### src/rtl/neuromorphic_x1_wb_master_if.sv
// Command/response and Wishbone signal bundle for the X1 Wishbone master.
// The master modport is the bridge's own view; the slave modport is the environment side.
interface neuromorphic_x1_wb_master_if;
  logic        req_valid_i;
  logic        req_ready_o;
  logic        req_we_i;
  logic [31:0] req_adr_i;
  logic [31:0] req_dat_i;

  logic        rsp_valid_o;
  logic        rsp_ready_i;
  logic [31:0] rsp_dat_o;
  logic        rsp_err_o;

  logic        wbm_cyc_o;
  logic        wbm_stb_o;
  logic        wbm_we_o;
  logic [3:0]  wbm_sel_o;
  logic [31:0] wbm_adr_o;
  logic [31:0] wbm_dat_o;
  logic [31:0] wbm_dat_i;
  logic        wbm_ack_i;

  modport master (
    input  req_valid_i, req_we_i, req_adr_i, req_dat_i,
    input  rsp_ready_i,
    input  wbm_dat_i, wbm_ack_i,
    output req_ready_o,
    output rsp_valid_o, rsp_dat_o, rsp_err_o,
    output wbm_cyc_o, wbm_stb_o, wbm_we_o, wbm_sel_o, wbm_adr_o, wbm_dat_o
  );

  modport slave (
    output req_valid_i, req_we_i, req_adr_i, req_dat_i,
    output rsp_ready_i,
    output wbm_dat_i, wbm_ack_i,
    input  req_ready_o,
    input  rsp_valid_o, rsp_dat_o, rsp_err_o,
    input  wbm_cyc_o, wbm_stb_o, wbm_we_o, wbm_sel_o, wbm_adr_o, wbm_dat_o
  );
endinterface

### src/rtl/neuromorphic_x1_wb_master.sv
// Single-outstanding command-to-Wishbone bridge for the X1 slave.
// A request becomes one cyc/stb burst that ends on ack or after TIMEOUT_CYC wait cycles.
module neuromorphic_x1_wb_master #(
  parameter int unsigned TIMEOUT_CYC = 1024
) (
  input logic                          wb_clk_i,
  input logic                          wb_rst_n_i,
  neuromorphic_x1_wb_master_if.master  bus
);

  typedef enum logic [1:0] {
    IDLE = 2'd0,
    BUS  = 2'd1,
    RESP = 2'd2
  } state_t;

  // Counter holds the number of BUS cycles already spent without ack.
  localparam logic [15:0] CNT_LAST = 16'(TIMEOUT_CYC - 1);

  state_t      state;
  logic [15:0] wait_cnt;

  // NOTE: sequential state uses non-blocking assignments only, so every branch
  // below reads the pre-edge values of the registers it tests.
  always_ff @(posedge wb_clk_i or negedge wb_rst_n_i) begin
    if (!wb_rst_n_i) begin
      state           <= IDLE;
      wait_cnt        <= '0;
      bus.req_ready_o <= 1'b0;
      bus.rsp_valid_o <= 1'b0;
      bus.rsp_dat_o   <= '0;
      bus.rsp_err_o   <= 1'b0;
      bus.wbm_cyc_o   <= 1'b0;
      bus.wbm_stb_o   <= 1'b0;
      bus.wbm_we_o    <= 1'b0;
      bus.wbm_sel_o   <= 4'h0;
      bus.wbm_adr_o   <= '0;
      bus.wbm_dat_o   <= '0;
    end else begin
      unique case (state)
        IDLE: begin
          // Ready comes up one edge after reset release or after a response handshake.
          bus.req_ready_o <= 1'b1;
          if (bus.req_ready_o && bus.req_valid_i) begin
            state           <= BUS;
            wait_cnt        <= '0;
            bus.req_ready_o <= 1'b0;
            bus.wbm_cyc_o   <= 1'b1;
            bus.wbm_stb_o   <= 1'b1;
            bus.wbm_sel_o   <= 4'hF;
            bus.wbm_we_o    <= bus.req_we_i;
            bus.wbm_adr_o   <= bus.req_adr_i;
            bus.wbm_dat_o   <= bus.req_dat_i;
          end
        end

        BUS: begin
          if (bus.wbm_ack_i) begin
            // Ack is tested first so it wins over an expiry on the same edge.
            state           <= RESP;
            bus.wbm_cyc_o   <= 1'b0;
            bus.wbm_stb_o   <= 1'b0;
            bus.wbm_sel_o   <= 4'h0;
            bus.rsp_valid_o <= 1'b1;
            bus.rsp_err_o   <= 1'b0;
            bus.rsp_dat_o   <= bus.wbm_we_o ? 32'h0 : bus.wbm_dat_i;
          end else if (wait_cnt == CNT_LAST) begin
            state           <= RESP;
            bus.wbm_cyc_o   <= 1'b0;
            bus.wbm_stb_o   <= 1'b0;
            bus.wbm_sel_o   <= 4'h0;
            bus.rsp_valid_o <= 1'b1;
            bus.rsp_err_o   <= 1'b1;
            bus.rsp_dat_o   <= 32'h0;
          end else begin
            wait_cnt <= wait_cnt + 16'd1;
          end
        end

        RESP: begin
          if (bus.rsp_ready_i) begin
            state           <= IDLE;
            bus.rsp_valid_o <= 1'b0;
            bus.req_ready_o <= 1'b1;
          end
        end

        default: begin
          state           <= IDLE;
          bus.req_ready_o <= 1'b0;
          bus.rsp_valid_o <= 1'b0;
          bus.wbm_cyc_o   <= 1'b0;
          bus.wbm_stb_o   <= 1'b0;
          bus.wbm_sel_o   <= 4'h0;
        end
      endcase
    end
  end

  // Structural invariants of the bridge.
  a_cyc_eq_stb : assert property (@(posedge wb_clk_i) disable iff (!wb_rst_n_i)
    bus.wbm_cyc_o == bus.wbm_stb_o);

  a_sel_follows_stb : assert property (@(posedge wb_clk_i) disable iff (!wb_rst_n_i)
    bus.wbm_sel_o == (bus.wbm_stb_o ? 4'hF : 4'h0));

  a_single_outstanding : assert property (@(posedge wb_clk_i) disable iff (!wb_rst_n_i)
    bus.req_ready_o |-> !(bus.wbm_stb_o || bus.rsp_valid_o));

  a_bus_fields_stable : assert property (@(posedge wb_clk_i) disable iff (!wb_rst_n_i)
    (bus.wbm_stb_o && $past(bus.wbm_stb_o)) |->
      ($stable(bus.wbm_we_o) && $stable(bus.wbm_adr_o) && $stable(bus.wbm_dat_o)));

  a_rsp_stable : assert property (@(posedge wb_clk_i) disable iff (!wb_rst_n_i)
    (bus.rsp_valid_o && $past(bus.rsp_valid_o)) |->
      ($stable(bus.rsp_dat_o) && $stable(bus.rsp_err_o)));

endmodule

### src/flat_wrapper.sv
// flat-port wrapper written by rule: the top's interface ports become plain ports
module neuromorphic_x1_wb_master_flat 
#(
  parameter int unsigned TIMEOUT_CYC = 1024
)
  (wb_clk_i, wb_rst_n_i, bus_req_valid_i, bus_req_we_i, bus_req_adr_i, bus_req_dat_i, bus_rsp_ready_i, bus_wbm_dat_i, bus_wbm_ack_i, bus_req_ready_o, bus_rsp_valid_o, bus_rsp_dat_o, bus_rsp_err_o, bus_wbm_cyc_o, bus_wbm_stb_o, bus_wbm_we_o, bus_wbm_sel_o, bus_wbm_adr_o, bus_wbm_dat_o);
  neuromorphic_x1_wb_master_if bus_i ();
  input logic wb_clk_i;
  input logic wb_rst_n_i;
  input wire logic [$bits(bus_i.req_valid_i)-1:0] bus_req_valid_i;
  input wire logic [$bits(bus_i.req_we_i)-1:0] bus_req_we_i;
  input wire logic [$bits(bus_i.req_adr_i)-1:0] bus_req_adr_i;
  input wire logic [$bits(bus_i.req_dat_i)-1:0] bus_req_dat_i;
  input wire logic [$bits(bus_i.rsp_ready_i)-1:0] bus_rsp_ready_i;
  input wire logic [$bits(bus_i.wbm_dat_i)-1:0] bus_wbm_dat_i;
  input wire logic [$bits(bus_i.wbm_ack_i)-1:0] bus_wbm_ack_i;
  output wire logic [$bits(bus_i.req_ready_o)-1:0] bus_req_ready_o;
  output wire logic [$bits(bus_i.rsp_valid_o)-1:0] bus_rsp_valid_o;
  output wire logic [$bits(bus_i.rsp_dat_o)-1:0] bus_rsp_dat_o;
  output wire logic [$bits(bus_i.rsp_err_o)-1:0] bus_rsp_err_o;
  output wire logic [$bits(bus_i.wbm_cyc_o)-1:0] bus_wbm_cyc_o;
  output wire logic [$bits(bus_i.wbm_stb_o)-1:0] bus_wbm_stb_o;
  output wire logic [$bits(bus_i.wbm_we_o)-1:0] bus_wbm_we_o;
  output wire logic [$bits(bus_i.wbm_sel_o)-1:0] bus_wbm_sel_o;
  output wire logic [$bits(bus_i.wbm_adr_o)-1:0] bus_wbm_adr_o;
  output wire logic [$bits(bus_i.wbm_dat_o)-1:0] bus_wbm_dat_o;
  assign bus_i.req_valid_i = bus_req_valid_i;
  assign bus_i.req_we_i = bus_req_we_i;
  assign bus_i.req_adr_i = bus_req_adr_i;
  assign bus_i.req_dat_i = bus_req_dat_i;
  assign bus_i.rsp_ready_i = bus_rsp_ready_i;
  assign bus_i.wbm_dat_i = bus_wbm_dat_i;
  assign bus_i.wbm_ack_i = bus_wbm_ack_i;
  assign bus_req_ready_o = bus_i.req_ready_o;
  assign bus_rsp_valid_o = bus_i.rsp_valid_o;
  assign bus_rsp_dat_o = bus_i.rsp_dat_o;
  assign bus_rsp_err_o = bus_i.rsp_err_o;
  assign bus_wbm_cyc_o = bus_i.wbm_cyc_o;
  assign bus_wbm_stb_o = bus_i.wbm_stb_o;
  assign bus_wbm_we_o = bus_i.wbm_we_o;
  assign bus_wbm_sel_o = bus_i.wbm_sel_o;
  assign bus_wbm_adr_o = bus_i.wbm_adr_o;
  assign bus_wbm_dat_o = bus_i.wbm_dat_o;
  neuromorphic_x1_wb_master #(.TIMEOUT_CYC(TIMEOUT_CYC)) u_core (.wb_clk_i(wb_clk_i), .wb_rst_n_i(wb_rst_n_i), .bus(bus_i));
endmodule
### config.mk
export PLATFORM = sky130hd
export DESIGN_NAME = neuromorphic_x1_wb_master_flat
export DESIGN_NICKNAME = d
export VERILOG_FILES = /design/src/rtl/neuromorphic_x1_wb_master_if.sv /design/src/rtl/neuromorphic_x1_wb_master.sv /design/src/flat_wrapper.sv
export SDC_FILE = /design/constraint.sdc
export NUM_CORES = 1
export LEC_CHECK = 0
export BUFFER_PORTS_ARGS = -buffer_cell sky130_fd_sc_hd__buf_2
export CAP_MARGIN = 20
export CORE_MARGIN = 4
export CORE_UTILIZATION = 49
export DETAILED_ROUTE_END_ITERATION = 6
export PLACE_DENSITY = 0.92
export SKIP_LAST_GASP = 1
export SYNTH_ARGS = -nofsm -noshare
export SYNTH_HDL_FRONTEND = slang
export SYNTH_SLANG_ARGS = --single-unit
export TNS_END_PERCENT = 20
### constraint.sdc
create_clock -name wb_clk_i -period 2.15 [get_ports wb_clk_i]
set_clock_uncertainty 0.1 [all_clocks]
set_input_delay 0.215 -clock wb_clk_i [delete_from_list [all_inputs] [get_ports wb_clk_i]]
set_output_delay 0.215 -clock wb_clk_i [all_outputs]
set_load 0.02 [all_outputs]
# Word-level counts from Yosys, hierarchy flattened

Cells that the tools add are included.

Register bits after elaboration: 123
Bits of input ports: 102
Output and inout port bits: 106
Word-level logic and storage cells: 62

Add/subtract/negate cells: 1
Equality and inequality tests: 8
Mux-type cells: 28
Bitwise gates (word level): 3
Reductions and logical operators: 11

Operators with widths:

| kind                                                              | number |
|---|---|
| 32-bit 2-to-1 mux                                                 | 3 |
| 16-bit 2-to-1 mux                                                 | 3 |
| 16-bit one-hot mux with 2 select lines                            | 1 |
| 16-bit by 1-bit adder with 16-bit output, second input constant   | 1 |
| 16-bit by 10-bit == test with 1-bit output, second input constant | 1 |
| 4-bit 2-to-1 mux                                                  | 3 |
| 4-bit one-hot mux with 3 select lines                             | 1 |
| 1-bit 2-to-1 mux                                                  | 9 |
| 1-bit one-hot mux with 3 select lines                             | 3 |
| 3-bit AND reduction                                               | 3 |
| 2-bit 2-to-1 mux                                                  | 4 |
| 2-bit != test, second input constant                              | 3 |
| 2-bit one-hot mux with 3 select lines                             | 1 |
| 2-bit AND reduction                                               | 3 |
| 4-bit AND reduction                                               | 1 |
| 2-bit nonzero test                                                | 2 |
| 3-bit by 2-bit != test with 1-bit output, second input constant   | 1 |
| 1-bit NOT                                                         | 3 |
| 2-bit by 1-bit == test with 1-bit output, second input constant   | 1 |
| 2-bit == test, second input constant                              | 1 |
| 2-bit logical NOT                                                 | 1 |
| 2-bit by 1-bit != test with 1-bit output, second input constant   | 1 |
| 1-bit logical AND                                                 | 1 |

# Longest topological paths before layout

Word-level depth: 4
Gate-level depth with buffers: 8

# Worst setup path after synthesis

Ideal clock, no wire load.

Path type: register -> register
Start: register u_core.wait_cnt[0]
End: register u_core.wait_cnt[10]
Data arrival time: 1.763 ns
Data required time: 1.970 ns
Slack: 0.206 ns
Stages on the path, launching flop included: 9
Buffers on the path: 2
Period minus slack after synthesis: 1.944 ns
Path through: dfrtp_1 ha_1 nand3_2 or3_1 buf_6 o31ai_4 buf_6 inv_4 a31oi_4

Word-level cells in the longest chain between the ends: 4
Elaborated cells on any way between the ends: 7
Classes of those cells: 1 x add/sub; 2 x eq/ne; 3 x mux; 1 x reduce/logical

RTL lines:

| item                                     | line                            | text |
|---|---|---|
| start: declaration                       | neuromorphic_x1_wb_master.sv:21 | `logic [15:0] wait_cnt;` |
| start signal: assignment                 | neuromorphic_x1_wb_master.sv:76 | `wait_cnt <= wait_cnt + 16'd1;` |
| 16-bit by 1-bit adder with 16-bit output | neuromorphic_x1_wb_master.sv:76 |  |
| 16-bit 2-to-1 mux                        | neuromorphic_x1_wb_master.sv:67 | `end else if (wait_cnt == CNT_LAST) begin` |
| 16-bit 2-to-1 mux                        | neuromorphic_x1_wb_master.sv:58 | `if (bus.wbm_ack_i) begin` |
| 16-bit one-hot mux with 2 select lines   | neuromorphic_x1_wb_master.sv:40 | `unique case (state)` |

Several ways; a longest one is shown, not always the timed one. The select of a mux whose other input is x is not followed.
A chain may end at the register's enable or synchronous reset.

# Worst setup path after layout

Start: register u_core.wait_cnt[0]
End: register u_core.bus.rsp_dat_o[19]

Word-level cells in the longest chain between the ends: 3

RTL lines:

| item                                       | line                               | text |
|---|---|---|
| 16-bit by 10-bit == test with 1-bit output | neuromorphic_x1_wb_master.sv:67    |  |
| 2-bit nonzero test (no source line)        | --                                 |  |
| 2-bit AND reduction (no source line)       | --                                 |  |
| end signal: assignment                     | neuromorphic_x1_wb_master.sv:66    | `bus.rsp_dat_o <= bus.wbm_we_o ? 32'h0 : bus.wbm_dat_i;` |
| end: declaration                           | neuromorphic_x1_wb_master_if.sv:29 | `output rsp_valid_o, rsp_dat_o, rsp_err_o,` |

Every way passes these cells.

==> impl_metrics.env <==
export IMPL_status="finished, final reports clean"
export IMPL_synth_edf_count=0
export IMPL_initial_core_util=0.504
export IMPL_finalCritPeriodShare=0.948
export IMPL_nets=828
export IMPL_ys_seq_area_frac=0.572
export IMPL_crit_chain="ha_1 -> nand3_2 -> or3_4 -> nor2_2 -> buf_12 -> o21ai_0"
export IMPL_synth_area_um2=5210
export IMPL_fin_cells=875
export IMPL_synth_ff_type="dfrtp_1"
export IMPL_power_leakage_nw=3.67
export IMPL_coreArea_um2=10300
export IMPL_cts_root_buffer="clkbuf_8"
export IMPL_layout_commonest_cell="buf_2"
export IMPL_globalRouteTotalUtil=0.279
export IMPL_hold_viol_final=0
export IMPL_yosys_warnings=0
export IMPL_num_fill_cells=569
export IMPL_rsz0062_at_grt="no"
export IMPL_area_delta_synth_final_pct=53.6
export IMPL_async_flop_share=1.00
export IMPL_grt_max_degree=71
export IMPL_post_route_util=0.775
export IMPL_dieArea_um2=12300
export IMPL_cts_tree="done"
export IMPL_drtIter0Drc=418
export IMPL_crit_type="register to register"
export IMPL_synth_cell_types=46
export IMPL_synth_cells=421
export IMPL_drive_gt1_frac=0.443
export IMPL_path_buf_inv=1
export IMPL_synth_top_area_cell="dfrtp_1"
export IMPL_ant_nets=0
export IMPL_drt_vias_per_instance=5.58
export IMPL_post_place_ws_ps=54.9
export IMPL_place_inst=743
export IMPL_worstPathArrival_ps=2290
export IMPL_clk_pin_slew_ps=60
export IMPL_final_cell_mix="buf_2 (206), dfrtp_1 (119), dlygate4sd3_1 (99)"
export IMPL_synth_avg_cell_area_um2=12.4
export IMPL_die_w_um=111
export IMPL_cp_max_fo=33
export IMPL_hpwl_um=9580
export IMPL_port_buffers=207
export IMPL_max_cap_violations=0
export IMPL_place_congestion=0.929
export IMPL_cts_num_sinks=119
export IMPL_regArea_um2=2980
export IMPL_cts_buffers=17
export IMPL_synth_top_cell_area_share=0.572
export IMPL_firstDrtPassIters=7
export IMPL_slew_viol_final=0
export IMPL_htreeDepth=4
export IMPL_rows=37
export IMPL_fmax_ghz=0.491
export IMPL_critical_path_endpoint_type="register"
export IMPL_ios=208
export IMPL_cts_max_path_buffers=2
export IMPL_hold_class="input pin to register"
export IMPL_layout_min_cycle_time_ps=2040
export IMPL_crit_required_ps=2400
export IMPL_grt_pass1_wl_um=27300
export IMPL_worstSetupStartpointType="register"
export IMPL_setup_ws_ps=112
export IMPL_wl_um=17100
export IMPL_finalSetupViolCount=0
export IMPL_gr_total_overflow=0
export IMPL_grt_pass1_vias=5191
export IMPL_fin_setup_tns_ps=0
export IMPL_crit_family="simple AND/OR/NAND/NOR gates"
export IMPL_maxSlewHeadroom=0.586
export IMPL_yosys_register_bits=119
export IMPL_die_y_um=111
export IMPL_dr_total_vias=4882
export IMPL_routedWlPerCell_um=19.6
export IMPL_critPathMaxStageDelay_ps=470
export IMPL_irDropWorstVdd_v=0.00105
export IMPL_total_power_mw=11.6
export IMPL_synth_area_top_cells="dfrtp_1 (57%), mux2_2 (14%), a22oi_1 (4.6%)"
export IMPL_syn_nets=524
export IMPL_worst_pin_slew_ps=621
export IMPL_drcViolationCount=0
export IMPL_pwr_density_cell_nw_per_um2=1450
export IMPL_clock_latency_ps=500
export IMPL_multi_input_area_um2=2060
export IMPL_antenna_found_initial=1
export IMPL_cp_slowest_cell="or3_4"
==> layer usage <==
metal  part of all wire  global-route usage  wire [um]  up-vias
met2               0.53               0.489       9010      273
met1               0.35               0.305       6040     2388
li1                   -                   -          -     2155
met4              0.047               0.152        798        0
met3              0.073              0.0791       1250       66
met5                  0                   0          0        -
==> sequential cells by signal, summed over array words and instances (netlist names) <==
register and count:
u_core.bus.wbm_we_o 1, u_core.bus.wbm_sel_o 1, u_core.bus.wbm_dat_o 32, u_core.state 2, u_core.bus.req_ready_o 1, u_core.wait_cnt 16, u_core.bus.rsp_dat_o 32, u_core.bus.rsp_valid_o 1
u_core.bus.wbm_adr_o 32, u_core.bus.rsp_err_o 1
==> worst register-to-register path, stage by stage (launching register included) <==
cell and delay (ps):
dfrtp_1 400, ha_1 220, nand3_2 160, or3_4 470, nor2_2 150, buf_12 200, o21ai_0 180
==> synth_stat cells (all sizes together), types with 6 or more instances <==
library cell,n
dfrtp,119
mux2,66
o21ai,38
nand2b,35
a22oi,32
clkbuf,17
buf,16
nor2,11
nand2,8
nor3,8
a221o,7
nand3,6
nand4,6
==> logic make-up (layout without fill, tap and decap cells) <==
logic type,Yosys count,in the layout,share of synthesized area
buf+inv,38,355,0.0372
simple gates,96,96,0.109
fa+ha+maj,1,1,0.00240
compound gates,101,101,0.137
mux,66,66,0.143
other cells,0,1,0
flops,119,119,0.572
==> power by group <==
group,internal [mW],switching (mW)
Clock,1.83,1.03
Combinational,2.01,2.80
Sequential,3.21,0.731
Total,7.05,4.55
==> worst paths after layout <==
| kind | start | to | slack (ps) | cells after the start |
|---|---|---|---|---|
| worst max-delay path | u_core.wait_cnt[0]$_DFFE_PN0P_ | u_core.bus.rsp_dat_o[19]$_DFFE_PN0P_ | 110 | 6 |
| worst min-delay path | bus_wbm_ack_i | u_core.bus.rsp_err_o$_DFFE_PN0P_ | 140 | 3 |
| worst max register to register | u_core.wait_cnt[0]$_DFFE_PN0P_ | u_core.bus.rsp_dat_o[19]$_DFFE_PN0P_ | 110 | 6 |
| worst min register to register | u_core.bus.rsp_valid_o$_DFFE_PN0P_ | u_core.bus.rsp_valid_o$_DFFE_PN0P_ | 390 | 2 |
| max in group asynchronous | wb_rst_n_i | u_core.bus.rsp_dat_o[10]$_DFFE_PN0P_ | 1010 | 3 |
| min in group asynchronous | wb_rst_n_i | u_core.bus.wbm_dat_o[31]$_DFFE_PN0P_ | 180 | 2 |
==> through the flow <==
step,hold WS (ps),instance area [um^2]
finish,141,8000
global route,160,8000
CTS,103,7990
detailed placement,170,6400
global placement,163,6400
floorplan,-181,5210
==> repair_timing <==
item	in CTS	in global routing
endpoints found under the setup margin	0	32
gates resized for setup	0	1
endpoints found under the hold margin	146	0
hold buffers	99	0
buffers inserted	0	0
==> layout make-up <==
class	instances	area share
clock inverters	11	0.0185
clock buffers	21	0.0562
inverters	5	0.00266
multi-input cells	264	0.258
repair buffers	318	0.271
well taps	136	0.0213
flip-flops and latches	119	0.372
diodes	1	0.000313
Note: power is estimated with default switching activity, not from simulation.
